File: config.mk
export PLATFORM = sky130hd
export DESIGN_NAME = multicycle_sequencer_flat
export DESIGN_NICKNAME = d
export VERILOG_FILES = /design/src/rtl/multicycle_sequencer_if.sv /design/src/rtl/multicycle_sequencer.sv /design/src/flat_wrapper.sv
export SDC_FILE = /design/constraint.sdc
export NUM_CORES = 1
export LEC_CHECK = 0
export CAP_MARGIN = 10
export CELL_PAD_IN_SITES_DETAIL_PLACEMENT = 0
export CELL_PAD_IN_SITES_GLOBAL_PLACEMENT = 1
export CORE_MARGIN = 5
export CORE_UTILIZATION = 40
export CTS_BUF_LIST = sky130_fd_sc_hd__clkbuf_8 sky130_fd_sc_hd__clkbuf_16
export CTS_CLUSTER_DIAMETER = 40
export DETAILED_ROUTE_END_ITERATION = 8
export PLACE_DENSITY = 0.86
export SLEW_MARGIN = 30
export SYNTH_ARGS = -nofsm -noshare
export SYNTH_HDL_FRONTEND = slang
export SYNTH_SLANG_ARGS = --single-unit
File: constraint.sdc
create_clock -name clk -period 6.15 [get_ports clk]
set_input_delay 1.23 -clock clk [delete_from_list [all_inputs] [get_ports clk]]
set_output_delay 1.23 -clock clk [all_outputs]
set_load 0.02 [all_outputs]
File: src/rtl/multicycle_sequencer_if.sv
// Shared memory port between the multi-cycle sequencer and the memory.
// The sequencer drives the strobes and address select; memory answers with ready.
interface multicycle_sequencer_if;
    logic mem_read;
    logic mem_write;
    logic iord;
    logic mem_ready;

    modport master (
        output mem_read,
        output mem_write,
        output iord,
        input  mem_ready
    );

    modport slave (
        input  mem_read,
        input  mem_write,
        input  iord,
        output mem_ready
    );
endinterface

File: src/rtl/multicycle_sequencer.sv
// Multi-cycle RV32I control FSM: FETCH/DECODE/EXEC/MEM/WB over one memory port,
// with illegal-opcode and memory-timeout traps and a retired-instruction counter.
module multicycle_sequencer #(
    parameter int TIMEOUT = 15,
    parameter int CNT_W   = 32
) (
    input  logic             clk,
    input  logic             rst_n,
    input  logic             en,
    input  logic [6:0]       opcode,
    input  logic             branch_taken,
    multicycle_sequencer_if.master mem,
    output logic             ir_write,
    output logic             pc_write,
    output logic [1:0]       pc_sel,
    output logic             regwrite,
    output logic [1:0]       wb_sel,
    output logic [2:0]       aluop,
    output logic             alusrc2,
    output logic             lui,
    output logic             instr_done,
    output logic             trap,
    output logic [1:0]       trap_cause,
    output logic [CNT_W-1:0] instret,
    output logic [2:0]       state
);
    typedef enum logic [2:0] {
        S_IDLE = 3'd0, S_FETCH = 3'd1, S_DECODE = 3'd2, S_EXEC = 3'd3,
        S_MEM = 3'd4, S_WB = 3'd5, S_TRAP = 3'd6
    } state_e;

    typedef enum logic [3:0] {
        C_NONE, C_R, C_I, C_LOAD, C_STORE, C_BR,
        C_JAL, C_JALR, C_LUI, C_AUIPC
    } cls_e;

    localparam logic [2:0] OP_NOP    = 3'd0;
    localparam logic [2:0] OP_R      = 3'd1;
    localparam logic [2:0] OP_I      = 3'd2;
    localparam logic [2:0] OP_LOAD   = 3'd3;
    localparam logic [2:0] OP_STORE  = 3'd4;
    localparam logic [2:0] OP_BRANCH = 3'd5;
    localparam logic [2:0] OP_JUMP   = 3'd6;
    localparam logic [2:0] OP_U      = 3'd7;

    localparam int CW = (TIMEOUT > 2) ? $clog2(TIMEOUT) : 1;
    localparam logic [CW-1:0] WLAST = CW'((TIMEOUT > 0) ? TIMEOUT - 1 : 0);

    state_e        state_q;
    cls_e          cls_q;
    cls_e          cls_d;
    logic [CW-1:0] wcnt;
    logic          rd, wr, ad;
    logic          tmo;

    always_comb begin
        cls_d = C_NONE;
        case (opcode)
            7'b0110011: cls_d = C_R;
            7'b0010011: cls_d = C_I;
            7'b0000011: cls_d = C_LOAD;
            7'b0100011: cls_d = C_STORE;
            7'b1100011: cls_d = C_BR;
            7'b1101111: cls_d = C_JAL;
            7'b1100111: cls_d = C_JALR;
            7'b0110111: cls_d = C_LUI;
            7'b0010111: cls_d = C_AUIPC;
            default:    cls_d = C_NONE;
        endcase
    end

    // Completion on the same cycle beats the timeout.
    assign tmo = (TIMEOUT > 0) && !mem.mem_ready && (wcnt == WLAST);

    always_comb begin
        rd = 1'b0; wr = 1'b0; ad = 1'b0;
        ir_write = 1'b0; pc_write = 1'b0; pc_sel = 2'b00;
        regwrite = 1'b0; wb_sel = 2'b00; aluop = OP_NOP;
        alusrc2 = 1'b0; lui = 1'b0; instr_done = 1'b0; trap = 1'b0;
        unique case (state_q)
            S_FETCH: begin
                rd = 1'b1;
                ir_write = mem.mem_ready;
                pc_write = mem.mem_ready;
            end
            S_EXEC: begin
                unique case (cls_q)
                    C_R:     aluop = OP_R;
                    C_I:     aluop = OP_I;
                    C_LOAD:  aluop = OP_LOAD;
                    C_STORE: aluop = OP_STORE;
                    C_BR:    aluop = OP_BRANCH;
                    C_JAL,
                    C_JALR:  aluop = OP_JUMP;
                    C_LUI,
                    C_AUIPC: aluop = OP_U;
                    default: aluop = OP_NOP;
                endcase
                alusrc2 = (cls_q == C_I) || (cls_q == C_LOAD) ||
                          (cls_q == C_STORE) || (cls_q == C_LUI) ||
                          (cls_q == C_AUIPC);
                lui = (cls_q == C_LUI);
                if (cls_q == C_BR) begin
                    pc_write   = branch_taken;
                    pc_sel     = 2'b01;
                    instr_done = 1'b1;
                end else if (cls_q == C_JAL) begin
                    pc_write = 1'b1;
                    pc_sel   = 2'b01;
                end else if (cls_q == C_JALR) begin
                    pc_write = 1'b1;
                    pc_sel   = 2'b10;
                end
            end
            S_MEM: begin
                ad = 1'b1;
                rd = (cls_q == C_LOAD);
                wr = (cls_q == C_STORE);
                instr_done = (cls_q == C_STORE) && mem.mem_ready;
            end
            S_WB: begin
                regwrite   = 1'b1;
                instr_done = 1'b1;
                if (cls_q == C_LOAD)
                    wb_sel = 2'b01;
                else if (cls_q == C_JAL || cls_q == C_JALR)
                    wb_sel = 2'b10;
            end
            S_TRAP: trap = 1'b1;
            default: ;
        endcase
    end

    assign mem.mem_read  = rd;
    assign mem.mem_write = wr;
    assign mem.iord      = ad;
    assign state         = state_q;

    always_ff @(posedge clk or negedge rst_n) begin
        if (!rst_n) begin
            state_q    <= S_IDLE;
            cls_q      <= C_NONE;
            wcnt       <= '0;
            trap_cause <= 2'b00;
            instret    <= '0;
        end else begin
            if (instr_done) begin
                instret <= instret + CNT_W'(1);
                state_q <= en ? S_FETCH : S_IDLE;
                wcnt    <= '0;
            end else begin
                unique case (state_q)
                    S_IDLE: if (en) begin
                        state_q <= S_FETCH;
                        wcnt    <= '0;
                    end
                    S_FETCH: begin
                        if (mem.mem_ready) begin
                            state_q <= S_DECODE;
                        end else if (tmo) begin
                            state_q    <= S_TRAP;
                            trap_cause <= 2'b10;
                        end else begin
                            wcnt <= wcnt + CW'(1);
                        end
                    end
                    S_DECODE: begin
                        cls_q <= cls_d;
                        if (cls_d == C_NONE) begin
                            state_q    <= S_TRAP;
                            trap_cause <= 2'b01;
                        end else begin
                            state_q <= S_EXEC;
                        end
                    end
                    S_EXEC: begin
                        if (cls_q == C_LOAD || cls_q == C_STORE) begin
                            state_q <= S_MEM;
                            wcnt    <= '0;
                        end else begin
                            state_q <= S_WB;
                        end
                    end
                    S_MEM: begin
                        if (mem.mem_ready) begin
                            state_q <= S_WB;
                        end else if (tmo) begin
                            state_q    <= S_TRAP;
                            trap_cause <= 2'b10;
                        end else begin
                            wcnt <= wcnt + CW'(1);
                        end
                    end
                    default: ;
                endcase
            end
        end
    end
endmodule

File: src/flat_wrapper.sv
// flat-port wrapper written by rule: the top's interface ports become plain ports
module multicycle_sequencer_flat 
#(
    parameter int TIMEOUT = 15,
    parameter int CNT_W   = 32
)
  (clk, rst_n, en, opcode, branch_taken, ir_write, pc_write, pc_sel, regwrite, wb_sel, aluop, alusrc2, lui, instr_done, trap, trap_cause, instret, state, mem_mem_read, mem_mem_write, mem_iord, mem_mem_ready);
  multicycle_sequencer_if mem_i ();
  input  logic clk;
  input  logic rst_n;
  input  logic en;
  input  logic [6:0] opcode;
  input  logic branch_taken;
  output logic ir_write;
  output logic pc_write;
  output logic [1:0] pc_sel;
  output logic regwrite;
  output logic [1:0] wb_sel;
  output logic [2:0] aluop;
  output logic alusrc2;
  output logic lui;
  output logic instr_done;
  output logic trap;
  output logic [1:0] trap_cause;
  output logic [CNT_W-1:0] instret;
  output logic [2:0] state;
  output wire logic [$bits(mem_i.mem_read)-1:0] mem_mem_read;
  output wire logic [$bits(mem_i.mem_write)-1:0] mem_mem_write;
  output wire logic [$bits(mem_i.iord)-1:0] mem_iord;
  input wire logic [$bits(mem_i.mem_ready)-1:0] mem_mem_ready;
  assign mem_mem_read = mem_i.mem_read;
  assign mem_mem_write = mem_i.mem_write;
  assign mem_iord = mem_i.iord;
  assign mem_i.mem_ready = mem_mem_ready;
  multicycle_sequencer #(.TIMEOUT(TIMEOUT), .CNT_W(CNT_W)) u_core (.clk(clk), .rst_n(rst_n), .en(en), .opcode(opcode), .branch_taken(branch_taken), .mem(mem_i), .ir_write(ir_write), .pc_write(pc_write), .pc_sel(pc_sel), .regwrite(regwrite), .wb_sel(wb_sel), .aluop(aluop), .alusrc2(alusrc2), .lui(lui), .instr_done(instr_done), .trap(trap), .trap_cause(trap_cause), .instret(instret), .state(state));
endmodule
Yosys cells after proc, flatten, opt, wreduce, memory -nomap -nowiden
Memories as Yosys holds them, arrays and structs flattened.
Index checks and enable logic that the tools add are counted.
W data, S select, Z words.
{ "op_classes": {"eq_ne": 31, "add_sub_neg": 2, "n_reduce_logical": 19, "n_bitwise": 1, "muxes": 42} }
{ "op_table": {"columns": ["operator", "n"], "rows": [
  ["$pmux W4 S9", 1],
  ["$add A32 B1 Y32 const B", 1],
  ["$eq A7 B6 Y1 const B", 3],
  ["$eq A7 B7 Y1 const B", 3],
  ["$mux W3", 7],
  ["$mux W2", 10],
  ["$mux W4", 5],
  ["$eq A4 B3 Y1 const B", 4],
  ["$pmux W3 S5", 1],
  ["$eq A7 B5 Y1 const B", 2],
  ["$mux W1", 13],
  ["$eq A4 B4 Y1 const B", 3],
  ["$pmux W4 S3", 1],
  ["$reduce_and A5 Y1", 2],
  ["$eq A3 B3 Y1 const B", 3],
  ["$ne A3 B3 Y1 const B", 3],
  ["$eq A4 B2 Y1 const B", 2],
  ["$eq A7 B2 Y1 const B", 1],
  ["$eq A3 B2 Y1 const B", 2],
  ["$logic_or A1 B1 Y1", 6],
  ["$reduce_bool A6 Y1", 1],
  ["$add A4 B1 Y4 const B", 1],
  ["$logic_not A4 Y1", 1],
  ["$ne A2 B1 Y1 const B", 2],
  ["other kinds (14)", 17]
]} }
{ "totals": {"word_cells": 101, "input_bits": 12, "n_memories": 1, "reg_bits": 45, "rom_bits": 48, "output_inout_bits": 54} }
{ "memory_table": {"columns": ["memory", "words", "width", "read_ports", "rd_clocked_by_memory_dff", "wr", "line", "source"], "rows": [
  ["(no name shown)", 16, 3, 1, 0, 0, "multicycle_sequencer.sv:87", "unique case (cls_q)"]
]} }

Longest topological paths before layout
{ "logic_depth": {"ltp_word": 6, "mapped_depth": 7, "ltp_nobuf": 7} }

Least setup slack after synthesis
OpenSTA, ideal clock, no wires.
{ "synth_path": {"kind": "in2out", "from": "input mem_mem_ready", "to": "output pc_write", "path_buffers": 0, "path_stages": 3, "arrival_ns": 2.107, "slack_ns": 2.813, "t_required_ns": 4.920, "cell_sequence": "inv_1 -> nor3_1 -> o21bai_1"} }
{ "synth_between": {"elab_chain_len": 1} }
{ "synth_rtl": {"columns": ["item", "line", "source"], "rows": [
  ["from (decl)", "flat_wrapper.sv:30", "input wire logic [$bits(mem_i.mem_ready)-1:0] mem_mem_ready;"],
  ["$pmux W1 S2", "multicycle_sequencer.sv:80", "unique case (state_q)"],
  ["to (decl)", "flat_wrapper.sv:15", "output logic pc_write;"]
]} }
Every way passes these cells.

Worst setup path after layout
{ "layout_path": {"from": "input mem_mem_ready", "to": "output instr_done"} }
{ "layout_between": {"elab_chain_len": 2} }
{ "layout_rtl": {"columns": ["item", "line", "source"], "rows": [
  ["$logic_and A1 B1 Y1", "multicycle_sequencer.sv:119", "instr_done = (cls_q == C_STORE) && mem.mem_ready;"],
  ["$pmux W1 S3", "multicycle_sequencer.sv:80", null],
  ["to (decl)", "flat_wrapper.sv:22", "output logic instr_done;"]
]} }
Every way passes these cells.

==> metrics.yaml <==
run_status:
  status: "completed"
worst_setup_path:
  crit_arrival_ps: 3240
  crit_required_ps: 4920
  crit_fanout: 13
  critical_path_class: "in -> out"
  r2r_end: "u_core.instret[9]"
  end_kind: "output port"
  rrSetupSlack_ps: 3530
  r2r-start: "u_core.state[1]"
  r2r_cells: 5
  start_kind: "input pin"
yosys:
  synth.avg_cell_area_sq_um: 9.45
  ys_seq_area_frac: 0.436
  ys_warn_count: 0
  synth.net_count: 288
  syn_area_sq_um: 2580
  synth_seq_cells: 45
  synthFlopType: "dfrtp_1"
  synth-async-reset-ratio: 1.00
  syn_inst: 273
  synth_edf_count: 0
  ys_types: 50
cells_and_area:
  layout_commonest_cell: "clkdlybuf4s50_1"
  syn_to_final_growth_pct: 29.9
  final_layout_size_suffix_gt1_frac: 0.0597
  fin_area_sq_um: 3350
  post-route-util: 0.531
  stdcell_count: 412
  num_antenna_cells: 0
  final_cell_mix: "clkdlybuf4s50_1 (64), dfrtp_1 (45), nand2_1 (28)"
  final_nets: 351
power_and_ir_drop:
  power_density_nw_per_um2: 318
  peakVddDrop_uv: 184
  p_leak_nw: 1.30
clocking:
  htreeDepth: 2
  clk_pin_slew_worst_paths_ps: 80
  hold_buffers: 0
  cts_buffer_depth: 2
  cts_tree: "yes"
  root_buffer: "clkbuf_8"
  cts_resized: 0
  cts_num_sinks: 45
  post-cts-setup-buffers: 0
  clk_latency_ps: 290
  numCtsBuffers: 5
grt:
  grt_pass1_wl_microns: 10600
  grt_max_degree: 46
  gr-total-overflow: 0
  antenna_found_initial: 0
  grt_usage: 0.154
  grt_pass1_vias: 2166
floorplan:
  coreArea_sq_um: 6310
  die_x_microns: 90.3
  die-area_sq_um: 8160
  fp-row-count: 29
  pin_count: 66
  start_util: 0.409
  die_h_microns: 90.3
job:
  maxCapViolCount: 0
timing:
  rsz0062_at_grt: "no"
  setup_viol: 0
  tns_ps: 0
  hold_viol: 0
  period_share: 0.726
  timing.fmax_mhz: 224
  setup_ws_ps: 1680
  max_slew_margin: 0.526
  period_minus_slack_ps: 4470
  finClkSkew_ps: 8.08
  maxSlewViolCount: 0
  worst_pin_slew_ps: 705
routing:
  drt_pass1_iterations: 4
  drt_wl_total_microns: 6110
  antenna_left: 0
  wl_per_cell_microns: 14.8
  drtIter0Drc: 106
  vias_per_cell: 5.43
  drc: 0
  vias: 2238
worst_hold_path:
  min_path_type: "reg -> reg"
  hold_end: "u_core.instret[31]"
  hp-start: "u_core.instret[31]"
  hold_depth: 1
placement:
  hpwl_microns: 4550
  post_dp_cell_area_sq_um: 3280
  gp_congestion: 0.792
  dpl.cell_count: 406
  port_buffers: 65
  dp_slack_ps: 1720
## state kept, by name (all words and copies together) (netlist names)
name	cells
u_core.trap_cause	2
u_core.wcnt	4
u_core.cls_q	4
u_core.instret	32
u_core.state	3
## metrics by stage
| step | power (W) | hold WS [ps] |
|---|---|---|
| floorplan | 0.000737 | 473 |
| global route | 0.00115 | 514 |
| finish | 0.00107 | 477 |
| detailed placement | 0.000908 | 466 |
| CTS | 0.00108 | 482 |
| global placement | 0.000899 | 468 |
## worst max-delay path by stage
stage                        from         end  slack, ps  cells past startpoint
finish              mem_mem_ready  instr_done       1680                      5
global route        mem_mem_ready  instr_done       1550                      5
CTS                 mem_mem_ready  instr_done       1710                      5
detailed placement  mem_mem_ready  instr_done       1720                      5
global placement    mem_mem_ready  instr_done       1820                      5
floorplan           mem_mem_ready    pc_write       2810                      3
## cell usage after synthesis (2+ instances only)
cell	n	share of area
inv_1	9	0.013
xor2_1	13	0.044
a21oi_1	19	0.037
and2_1	9	0.022
a22o_1	2	0.0068
nor3b_1	2	0.0058
and3_1	9	0.022
nand3b_1	3	0.0087
or4_4	2	0.0087
o21bai_1	3	0.0087
nor3_1	9	0.017
o21ai_0	5	0.0097
nor4_1	3	0.0073
nand2_1	28	0.041
nand4_1	9	0.022
ha_1	3	0.015
nand3_1	10	0.019
nor2b_1	4	0.0097
xnor2_1	19	0.065
nand2b_1	5	0.012
and4_1	3	0.010
dfrtp_1	45	0.44
a31oi_1	6	0.015
clkbuf_1	6	0.0087
buf_6	2	0.0087
nor2_1	19	0.028
o311ai_0	3	0.010
## critical path: stages
cell	delay [ps]
clkdlybuf4s50_1	490
a31oi_1	460
and2_4	330
inv_1	150
clkdlybuf4s50_1	570
## where the power goes
part | internal [W] | switching (W) | leakage [nW] | total, W
Combinational | 0.000209 | 0.000248 | 0.702 | 0.000457
Sequential | 0.000342 | 0.000101 | 0.561 | 0.000443
Clock | 0.0000749 | 0.0000913 | 0.0399 | 0.000166
Total | 0.000626 | 0.000440 | 1.30 | 0.00107
## cell families (layout without fill, tap and decap cells)
family / Yosys count / in the layout / synth area share
multiplexers: 2 / 2 / 0.00824
XOR/XNOR: 33 / 33 / 0.115
AND/OR/NAND/NOR: 124 / 124 / 0.268
flip-flops: 45 / 45 / 0.436
buffers and inverters: 18 / 80 / 0.0325
AO/OA/AOI/OAI: 48 / 48 / 0.126
adder cells (fa/ha/maj): 3 / 3 / 0.0146
## metal layers
| metal | vias to the layer above | track usage | wire length (microns) | part of all wire |
|---|---|---|---|---|
| li1 | 1093 | - | - | - |
| met1 | 1076 | 0.217 | 2980 | 0.49 |
| met2 | 65 | 0.243 | 2780 | 0.46 |
| met3 | 4 | 0.0383 | 315 | 0.052 |
| met4 | 0 | 0.0261 | 36 | 0.0059 |
| met5 | - | 0 | 0 | 0 |
## final cells by class
| type | count | area (sq um) |
|---|---|---|
| clock buffer | 5 | 68.8 |
| clock inverter | 1 | 5.00 |
| fill | 615 | 2960 |
| inverter | 9 | 33.8 |
| multi-input combinational | 210 | 1370 |
| sequential | 45 | 1130 |
| tap | 77 | 96.3 |
| timing repair buffer | 65 | 648 |
Note: power is estimated with default switching activity, not from simulation.
